<file path="src/rtl/note_sequencer_pkg.sv">
// Shared audio-path types: note encoding (also consumed by the square-wave
// oscillator), pattern step record, sequencer state and the built-in melody.
package iv_audio_pkg;

  // Oscillator note select, 2 bits wide.
  typedef enum logic [1:0] {
    NOTE_FS5 = 2'd0,
    NOTE_A5  = 2'd1,
    NOTE_CS6 = 2'd2,
    NOTE_E6  = 2'd3
  } note_t;

  // One pattern step. When rest is set, the note field is ignored.
  typedef struct packed {
    logic  rest;
    note_t note;
  } step_t;

  // Sequencer control state, exported on the debug port.
  typedef enum logic [1:0] {
    ST_IDLE = 2'd0,
    ST_PLAY = 2'd1,
    ST_DONE = 2'd2
  } seq_state_t;

  localparam int PATTERN_MAX = 16;

  // Melody: F#5 A5 C#6 E6 C#6 A5 F#5 R A5 C#6 E6 C#6 A5 F#5 A5 R
  localparam step_t DEFAULT_PATTERN [0:PATTERN_MAX-1] = '{
    '{1'b0, NOTE_FS5}, '{1'b0, NOTE_A5 }, '{1'b0, NOTE_CS6}, '{1'b0, NOTE_E6 },
    '{1'b0, NOTE_CS6}, '{1'b0, NOTE_A5 }, '{1'b0, NOTE_FS5}, '{1'b1, NOTE_FS5},
    '{1'b0, NOTE_A5 }, '{1'b0, NOTE_CS6}, '{1'b0, NOTE_E6 }, '{1'b0, NOTE_CS6},
    '{1'b0, NOTE_A5 }, '{1'b0, NOTE_FS5}, '{1'b0, NOTE_A5 }, '{1'b1, NOTE_FS5}
  };

  // Pattern lookup by step index.
  function automatic step_t pattern_step(input logic [3:0] idx);
    return DEFAULT_PATTERN[idx];
  endfunction

endpackage

</file>
<file path="src/rtl/note_sequencer_if.sv">
// Control/status bundle between the playback controller (master) and the
// note sequencer (slave).
//
// Handshake: there is no valid/ready pair here. START and STOP are single-cycle
// command pulses that are always accepted on the clock edge they are high;
// STOP takes priority when both are high. DONE is a single-cycle status pulse.
// All sequencer outputs are registered.
interface note_sequencer_if;
  import iv_audio_pkg::*;

  logic       START;
  logic       STOP;
  note_t      NOTE_SEL;
  logic       GATE;
  logic [3:0] STEP_IDX;
  logic       BUSY;
  logic       DONE;
  seq_state_t dbg_state;

  modport master (
    output START, STOP,
    input  NOTE_SEL, GATE, STEP_IDX, BUSY, DONE, dbg_state
  );

  modport slave (
    input  START, STOP,
    output NOTE_SEL, GATE, STEP_IDX, BUSY, DONE, dbg_state
  );

endinterface

</file>
<file path="src/rtl/note_sequencer_step_timer.sv">
// Step timer: counts clock cycles within one pattern step and produces
// strobes for the start of the trailing gap and for the last cycle of the step.
module step_timer #(
  parameter  int STEP_CYCLES = 8,
  parameter  int GAP_CYCLES  = 2,
  localparam int CW          = (STEP_CYCLES > 1) ? $clog2(STEP_CYCLES) : 1
) (
  input  logic CLK,
  input  logic RST_N,
  input  logic clear_i,
  input  logic run_i,
  output logic gap_hit_o,
  output logic step_end_o
);

  localparam bit HAS_GAP = (GAP_CYCLES > 0);
  localparam int GAP_AT  = STEP_CYCLES - GAP_CYCLES - 1;
  localparam int END_AT  = STEP_CYCLES - 1;

  logic [CW-1:0] cnt_q;
  logic [CW-1:0] cnt_d;

  // Strobes are only meaningful while the timer is running.
  always_comb begin
    step_end_o = run_i && (cnt_q == CW'(END_AT));
    gap_hit_o  = run_i && HAS_GAP && (cnt_q == CW'(GAP_AT));
  end

  // Next count: sync clear wins, then wrap at the end of the step.
  always_comb begin
    cnt_d = cnt_q;
    if (clear_i) begin
      cnt_d = '0;
    end else if (run_i) begin
      if (step_end_o) begin
        cnt_d = '0;
      end else begin
        cnt_d = cnt_q + CW'(1);
      end
    end
  end

  // Count register.
  always_ff @(posedge CLK or negedge RST_N) begin
    if (!RST_N) begin
      cnt_q <= '0;
    end else begin
      cnt_q <= cnt_d;
    end
  end

endmodule

</file>
<file path="src/rtl/note_sequencer.sv">
// Note sequencer: plays the built-in 16-step melody at a fixed tempo, driving
// the oscillator note select and an articulation GATE.
// Optional feature macro: SEQ_LOOP_EN -- when defined the pattern loops
// forever; when undefined playback ends in a DONE state with a DONE pulse.
module note_sequencer
  import iv_audio_pkg::*;
#(
  parameter int STEP_CYCLES = 6_250_000,
  parameter int GAP_CYCLES  = 781_250,
  parameter int SEQ_LEN     = 16
) (
  input  logic              CLK,
  input  logic              RST_N,
  note_sequencer_if.slave   bus
);

  localparam logic [3:0] LAST_IDX = 4'(SEQ_LEN - 1);

  seq_state_t state_q, state_d;
  note_t      note_q,  note_d;
  logic       gate_q,  gate_d;
  logic [3:0] idx_q,   idx_d;
  logic       busy_q,  busy_d;
  logic       done_q,  done_d;

  logic       step_end;
  logic       gap_hit;
  logic       timer_clear;
  logic       timer_run;
  logic       at_last;
  logic [3:0] next_idx;
  step_t      next_step;
  step_t      first_step;

  // Timer runs only while playing; any accepted command restarts it at 0.
  always_comb begin
    timer_run   = (state_q == ST_PLAY);
    timer_clear = bus.START || bus.STOP || (state_q != ST_PLAY);
  end

  step_timer #(
    .STEP_CYCLES (STEP_CYCLES),
    .GAP_CYCLES  (GAP_CYCLES)
  ) u_timer (
    .CLK        (CLK),
    .RST_N      (RST_N),
    .clear_i    (timer_clear),
    .run_i      (timer_run),
    .gap_hit_o  (gap_hit),
    .step_end_o (step_end)
  );

  // Pattern lookup for the step that follows the current one.
  always_comb begin
    at_last    = (idx_q == LAST_IDX);
    next_idx   = at_last ? 4'd0 : (idx_q + 4'd1);
    next_step  = pattern_step(next_idx);
    first_step = pattern_step(4'd0);
  end

  // State and registered outputs.
  always_ff @(posedge CLK or negedge RST_N) begin
    if (!RST_N) begin
      state_q <= ST_IDLE;
      note_q  <= NOTE_FS5;
      gate_q  <= 1'b0;
      idx_q   <= 4'd0;
      busy_q  <= 1'b0;
      done_q  <= 1'b0;
    end else begin
      state_q <= state_d;
      note_q  <= note_d;
      gate_q  <= gate_d;
      idx_q   <= idx_d;
      busy_q  <= busy_d;
      done_q  <= done_d;
    end
  end

  // Next-state: STOP beats START; the last step either wraps or finishes.
  always_comb begin
    state_d = state_q;
    if (bus.STOP) begin
      state_d = ST_IDLE;
    end else if (bus.START) begin
      state_d = ST_PLAY;
    end else if ((state_q == ST_PLAY) && step_end && at_last) begin
`ifdef SEQ_LOOP_EN
      state_d = ST_PLAY;
`else
      state_d = ST_DONE;
`endif
    end
  end

  // Next output values; rest steps keep the previous note so the oscillator
  // is never retuned during silence.
  always_comb begin
    note_d = note_q;
    gate_d = gate_q;
    idx_d  = idx_q;
    busy_d = busy_q;
    done_d = 1'b0;
    if (bus.STOP) begin
      gate_d = 1'b0;
      busy_d = 1'b0;
      idx_d  = 4'd0;
    end else if (bus.START) begin
      idx_d  = 4'd0;
      note_d = first_step.note;
      gate_d = !first_step.rest;
      busy_d = 1'b1;
    end else if (state_q == ST_PLAY) begin
      if (step_end) begin
`ifdef SEQ_LOOP_EN
        idx_d  = next_idx;
        gate_d = !next_step.rest;
        if (!next_step.rest) begin
          note_d = next_step.note;
        end
`else
        if (at_last) begin
          gate_d = 1'b0;
          busy_d = 1'b0;
          done_d = 1'b1;
        end else begin
          idx_d  = next_idx;
          gate_d = !next_step.rest;
          if (!next_step.rest) begin
            note_d = next_step.note;
          end
        end
`endif
      end else if (gap_hit) begin
        gate_d = 1'b0;
      end
    end
  end

  assign bus.NOTE_SEL  = note_q;
  assign bus.GATE      = gate_q;
  assign bus.STEP_IDX  = idx_q;
  assign bus.BUSY      = busy_q;
  assign bus.DONE      = done_q;
  assign bus.dbg_state = state_q;

endmodule

</file>
<file path="src/flat_wrapper.sv">
// flat-port wrapper written by rule: the top's interface ports become plain ports
module note_sequencer_flat import iv_audio_pkg::*;
#(
  parameter int STEP_CYCLES = 6_250_000,
  parameter int GAP_CYCLES  = 781_250,
  parameter int SEQ_LEN     = 16
)
  (CLK, RST_N, bus_START, bus_STOP, bus_NOTE_SEL, bus_GATE, bus_STEP_IDX, bus_BUSY, bus_DONE, bus_dbg_state);
  note_sequencer_if bus_i ();
  input  logic CLK;
  input  logic RST_N;
  input wire logic [$bits(bus_i.START)-1:0] bus_START;
  input wire logic [$bits(bus_i.STOP)-1:0] bus_STOP;
  output wire logic [$bits(bus_i.NOTE_SEL)-1:0] bus_NOTE_SEL;
  output wire logic [$bits(bus_i.GATE)-1:0] bus_GATE;
  output wire logic [$bits(bus_i.STEP_IDX)-1:0] bus_STEP_IDX;
  output wire logic [$bits(bus_i.BUSY)-1:0] bus_BUSY;
  output wire logic [$bits(bus_i.DONE)-1:0] bus_DONE;
  output wire logic [$bits(bus_i.dbg_state)-1:0] bus_dbg_state;
  assign bus_i.START = bus_START;
  assign bus_i.STOP = bus_STOP;
  assign bus_NOTE_SEL = bus_i.NOTE_SEL;
  assign bus_GATE = bus_i.GATE;
  assign bus_STEP_IDX = bus_i.STEP_IDX;
  assign bus_BUSY = bus_i.BUSY;
  assign bus_DONE = bus_i.DONE;
  assign bus_dbg_state = bus_i.dbg_state;
  note_sequencer #(.STEP_CYCLES(STEP_CYCLES), .GAP_CYCLES(GAP_CYCLES), .SEQ_LEN(SEQ_LEN)) u_core (.CLK(CLK), .RST_N(RST_N), .bus(bus_i));
endmodule
</file>
<file path="config.mk">
export PLATFORM = sky130hd
export DESIGN_NAME = note_sequencer_flat
export DESIGN_NICKNAME = d
export VERILOG_FILES = /design/src/rtl/note_sequencer_pkg.sv /design/src/rtl/note_sequencer_if.sv /design/src/rtl/note_sequencer_step_timer.sv /design/src/rtl/note_sequencer.sv /design/src/flat_wrapper.sv
export SDC_FILE = /design/constraint.sdc
export NUM_CORES = 1
export LEC_CHECK = 0
export CAP_MARGIN = 20
export CORE_ASPECT_RATIO = 0.8
export CORE_UTILIZATION = 55
export CTS_BUF_LIST = sky130_fd_sc_hd__clkbuf_8
export DETAILED_ROUTE_END_ITERATION = 8
export HOLD_SLACK_MARGIN = 0.15
export PLACE_DENSITY = 0.76
export SLEW_MARGIN = 20
export SYNTH_ARGS = -nofsm -noshare
export SYNTH_HDL_FRONTEND = slang
export SYNTH_SLANG_ARGS = --single-unit
</file>
<file path="constraint.sdc">
create_clock -name CLK -period 3.4 [get_ports CLK]
set_clock_uncertainty 0.2 [all_clocks]
set_input_delay 0.68 -clock CLK [delete_from_list [all_inputs] [get_ports CLK]]
set_output_delay 0.68 -clock CLK [all_outputs]
set_load 0.05 [all_outputs]
</file>
==> qor.yml <==
synthTopCellsByArea: "dfrtp_1 (45%), xor2_1 (8.3%), nor2_1 (7.3%)"
worstSetupStartpointType: "register"
synth_ff_type: "dfrtp_1"
cp.arrival_ns: 1.74
yosys.area.top_type: "dfrtp_1"
routed_wl_um: 4120
max_cap_viol_count: 0
synth_edf_count: 0
clk_pin_slew_ns: 0.06
drv_slew: 0
final.setup.tns_ns: 0
crit_fanout: 13
clock_sinks: 34
cts-resized-gates: 0
insertion_delay_ns: 0.29
row_count: 18
ys_seq_area_share_pct: 44.8
die_area_um2: 3690
hold_path.class: "reg2reg"
yosysUniqueCellTypes: 43
finish.net_count: 228
syn_to_final_growth_pct: 13.0
met1_usage_pct: 39.3
grtUsageMet3_pct: 9.38
vdd_drop_max_v: 0.000265
timing.fmax_mhz: 382
maxSlewHeadroom_pct: 36.8
drive_above_1_share_pct: 5.07
dieWidth_um: 67.7
grt_pass1_wl_um: 6880
die_y_um: 54.5
synth_area_um2: 1900
postCtsSetupBuffers: 0
drtIter0Drc: 113
ys_ff_latch: 34
critPathMaxStageDelay_ns: 0.88
synth_commonest_cells: "nor2_1 (37), dfrtp_1 (34), xor2_1 (18), nand2_1 (15), nand3_1 (11)"
track_usage_pct: 27.2
hold_violations: 0
clock_path_buffers: 2
setup_viol: 0
grt_max_degree: 35
total_leakage_power_nw: 0.900
ys_warn_count: 0
cp_slowest_cell: "clkdlybuf4s50_1"
cts_max_level: 2
hold_buffers: 0
total_power_mw: 0.740
via_count: 1520
drc: 0
synth_top_area_share_pct: 44.8
core-area_um2: 3180
yosys.cell_count.top_type: "nor2_1"
status: "completed"
pwr_density_cell_nw_per_um2: 345
tightest_slew_ns: 0.939
worstPathRequired_ns: 2.52
root_buffer: "clkbuf_8"
wire_per_inst_um: 16.0
viasPerCell: 5.91
final.period_utilization_pct: 76.9
antenna_found_initial: 0
timing.critical_path.max_delay_family: "buffers and inverters"
grt-ovfl-total: 0
antenna_cells: 0
rsz0062_at_grt: "false"
numCtsBuffers: 5
nFillCells: 242
port_buffers: 14
crit_buf_inv: 1
cts_tree: "done"
synthArstFlopShare_pct: 100
dp.final_hpwl_um: 3000
grt_busiest_layer: "met1"
initial_core_util_pct: 59.8
grt_pass1_vias: 1388
first_pass_iters: 4
num_io_pins: 15
synth_nets: 215
finalWorstPathRequiredPeriod_ns: 2.62
place_congestion: 0.878
antenna_left: 0
critical_path_class: "reg2out"
synth.avg_cell_area_um2: 9.26
crit_path_end_kind: "primary output"
cp_cell_sequence: "clkdlybuf4s50_1"
met2_usage_pct: 37.6
synthCells: 205
[area by class of cell]
class | instances | area (um^2) | area share, %
clock buffers | 6 | 82.6 | 3.85
multi-input cells | 152 | 972 | 45.3
inverters | 9 | 33.8 | 1.58
repair buffers | 16 | 155 | 7.23
flip-flops and latches | 34 | 851 | 39.7
well taps | 40 | 50.0 | 2.33
[kinds of logic after synthesis]
logic type / count (synthesis) / synth area share (%)
buffers and inverters: 19 / 3.96
adders and majority gates: 6 / 3.96
xor gates and xnor gates: 23 / 10.6
DFF: 34 / 44.8
and+or+nand+nor: 99 / 27.5
muxes: 2 / 1.05
AOI/OAI and AO/OA: 22 / 8.11
[layout by cell type, fill, tap and decap left out, types with 2 or more instances in the layout]
cell	n
nand2_1	15
buf_4	2
nand3_1	11
nor2b_1	3
xor2_1	18
inv_1	9
or4_1	3
and3_1	2
xnor2_1	5
o21ai_0	4
and4_1	4
ha_1	6
o2bb2ai_1	2
mux2i_1	2
and2_1	2
a21oi_1	4
nor4_1	3
clkbuf_8	6
nor3_1	3
nor2_1	37
nand4_1	7
clkdlybuf4s50_1	14
dfrtp_1	34
a311oi_1	2
[worst paths after layout]
check                           cells after the start  slack [ns]                     end               startpoint
worst max-delay path                                1        0.78         bus_STEP_IDX[2]   u_core.bus.STEP_IDX[2]
worst min-delay path                                2        0.33  u_core.bus.NOTE_SEL[0]   u_core.bus.NOTE_SEL[0]
worst max register to register                      6        0.85  u_core.bus.NOTE_SEL[0]  u_core.u_timer.cnt_q[0]
worst min register to register                      2        0.33  u_core.bus.NOTE_SEL[0]   u_core.bus.NOTE_SEL[0]
max in group asynchronous                           2        2.10         u_core.bus.DONE                    RST_N
min in group asynchronous                           2        0.59  u_core.bus.NOTE_SEL[0]                    RST_N
[per-stage QoR]
step	hold slack, ns	setup slack [ns]	instance area, um^2	std cells	utilization (%)
after floorplan	0.184	0.765	1900	205	-
after global placement	0.294	0.937	2060	251	64.9
after detailed placement	0.318	0.861	2060	251	64.9
after CTS	0.327	0.785	2140	257	67.5
after global routing	0.352	0.718	2140	257	67.5
final	0.328	0.785	2140	257	67.5
[metal layers]
layer  vias up  wire (um)
li1        742          -
met4         0         56
met2        41       1770
met3         6        257
met1       731       2030
met5         -          0
[where the power goes]
group          leakage [nW]  internal, mW  switching (mW)
clock network        0.0431         0.156           0.135
logic                 0.386        0.0125          0.0273
registers             0.471         0.408         0.00258
[tightest hold or removal path, cell delays in order (launching register included)]
cell and delay (ns):
dfrtp_1 0.38, nand2_1 0.06, o21ai_1 0.05
[state kept, by name (all words and copies together), names as in the netlist]
register              cells
u_core.bus.NOTE_SEL       2
u_core.u_timer.cnt_q     23
u_core.bus.GATE           1
u_core.bus.BUSY           1
u_core.bus.STEP_IDX       4
u_core.bus.DONE           1
u_core.bus.dbg_state      2
(Power assumes the default switching activity.)
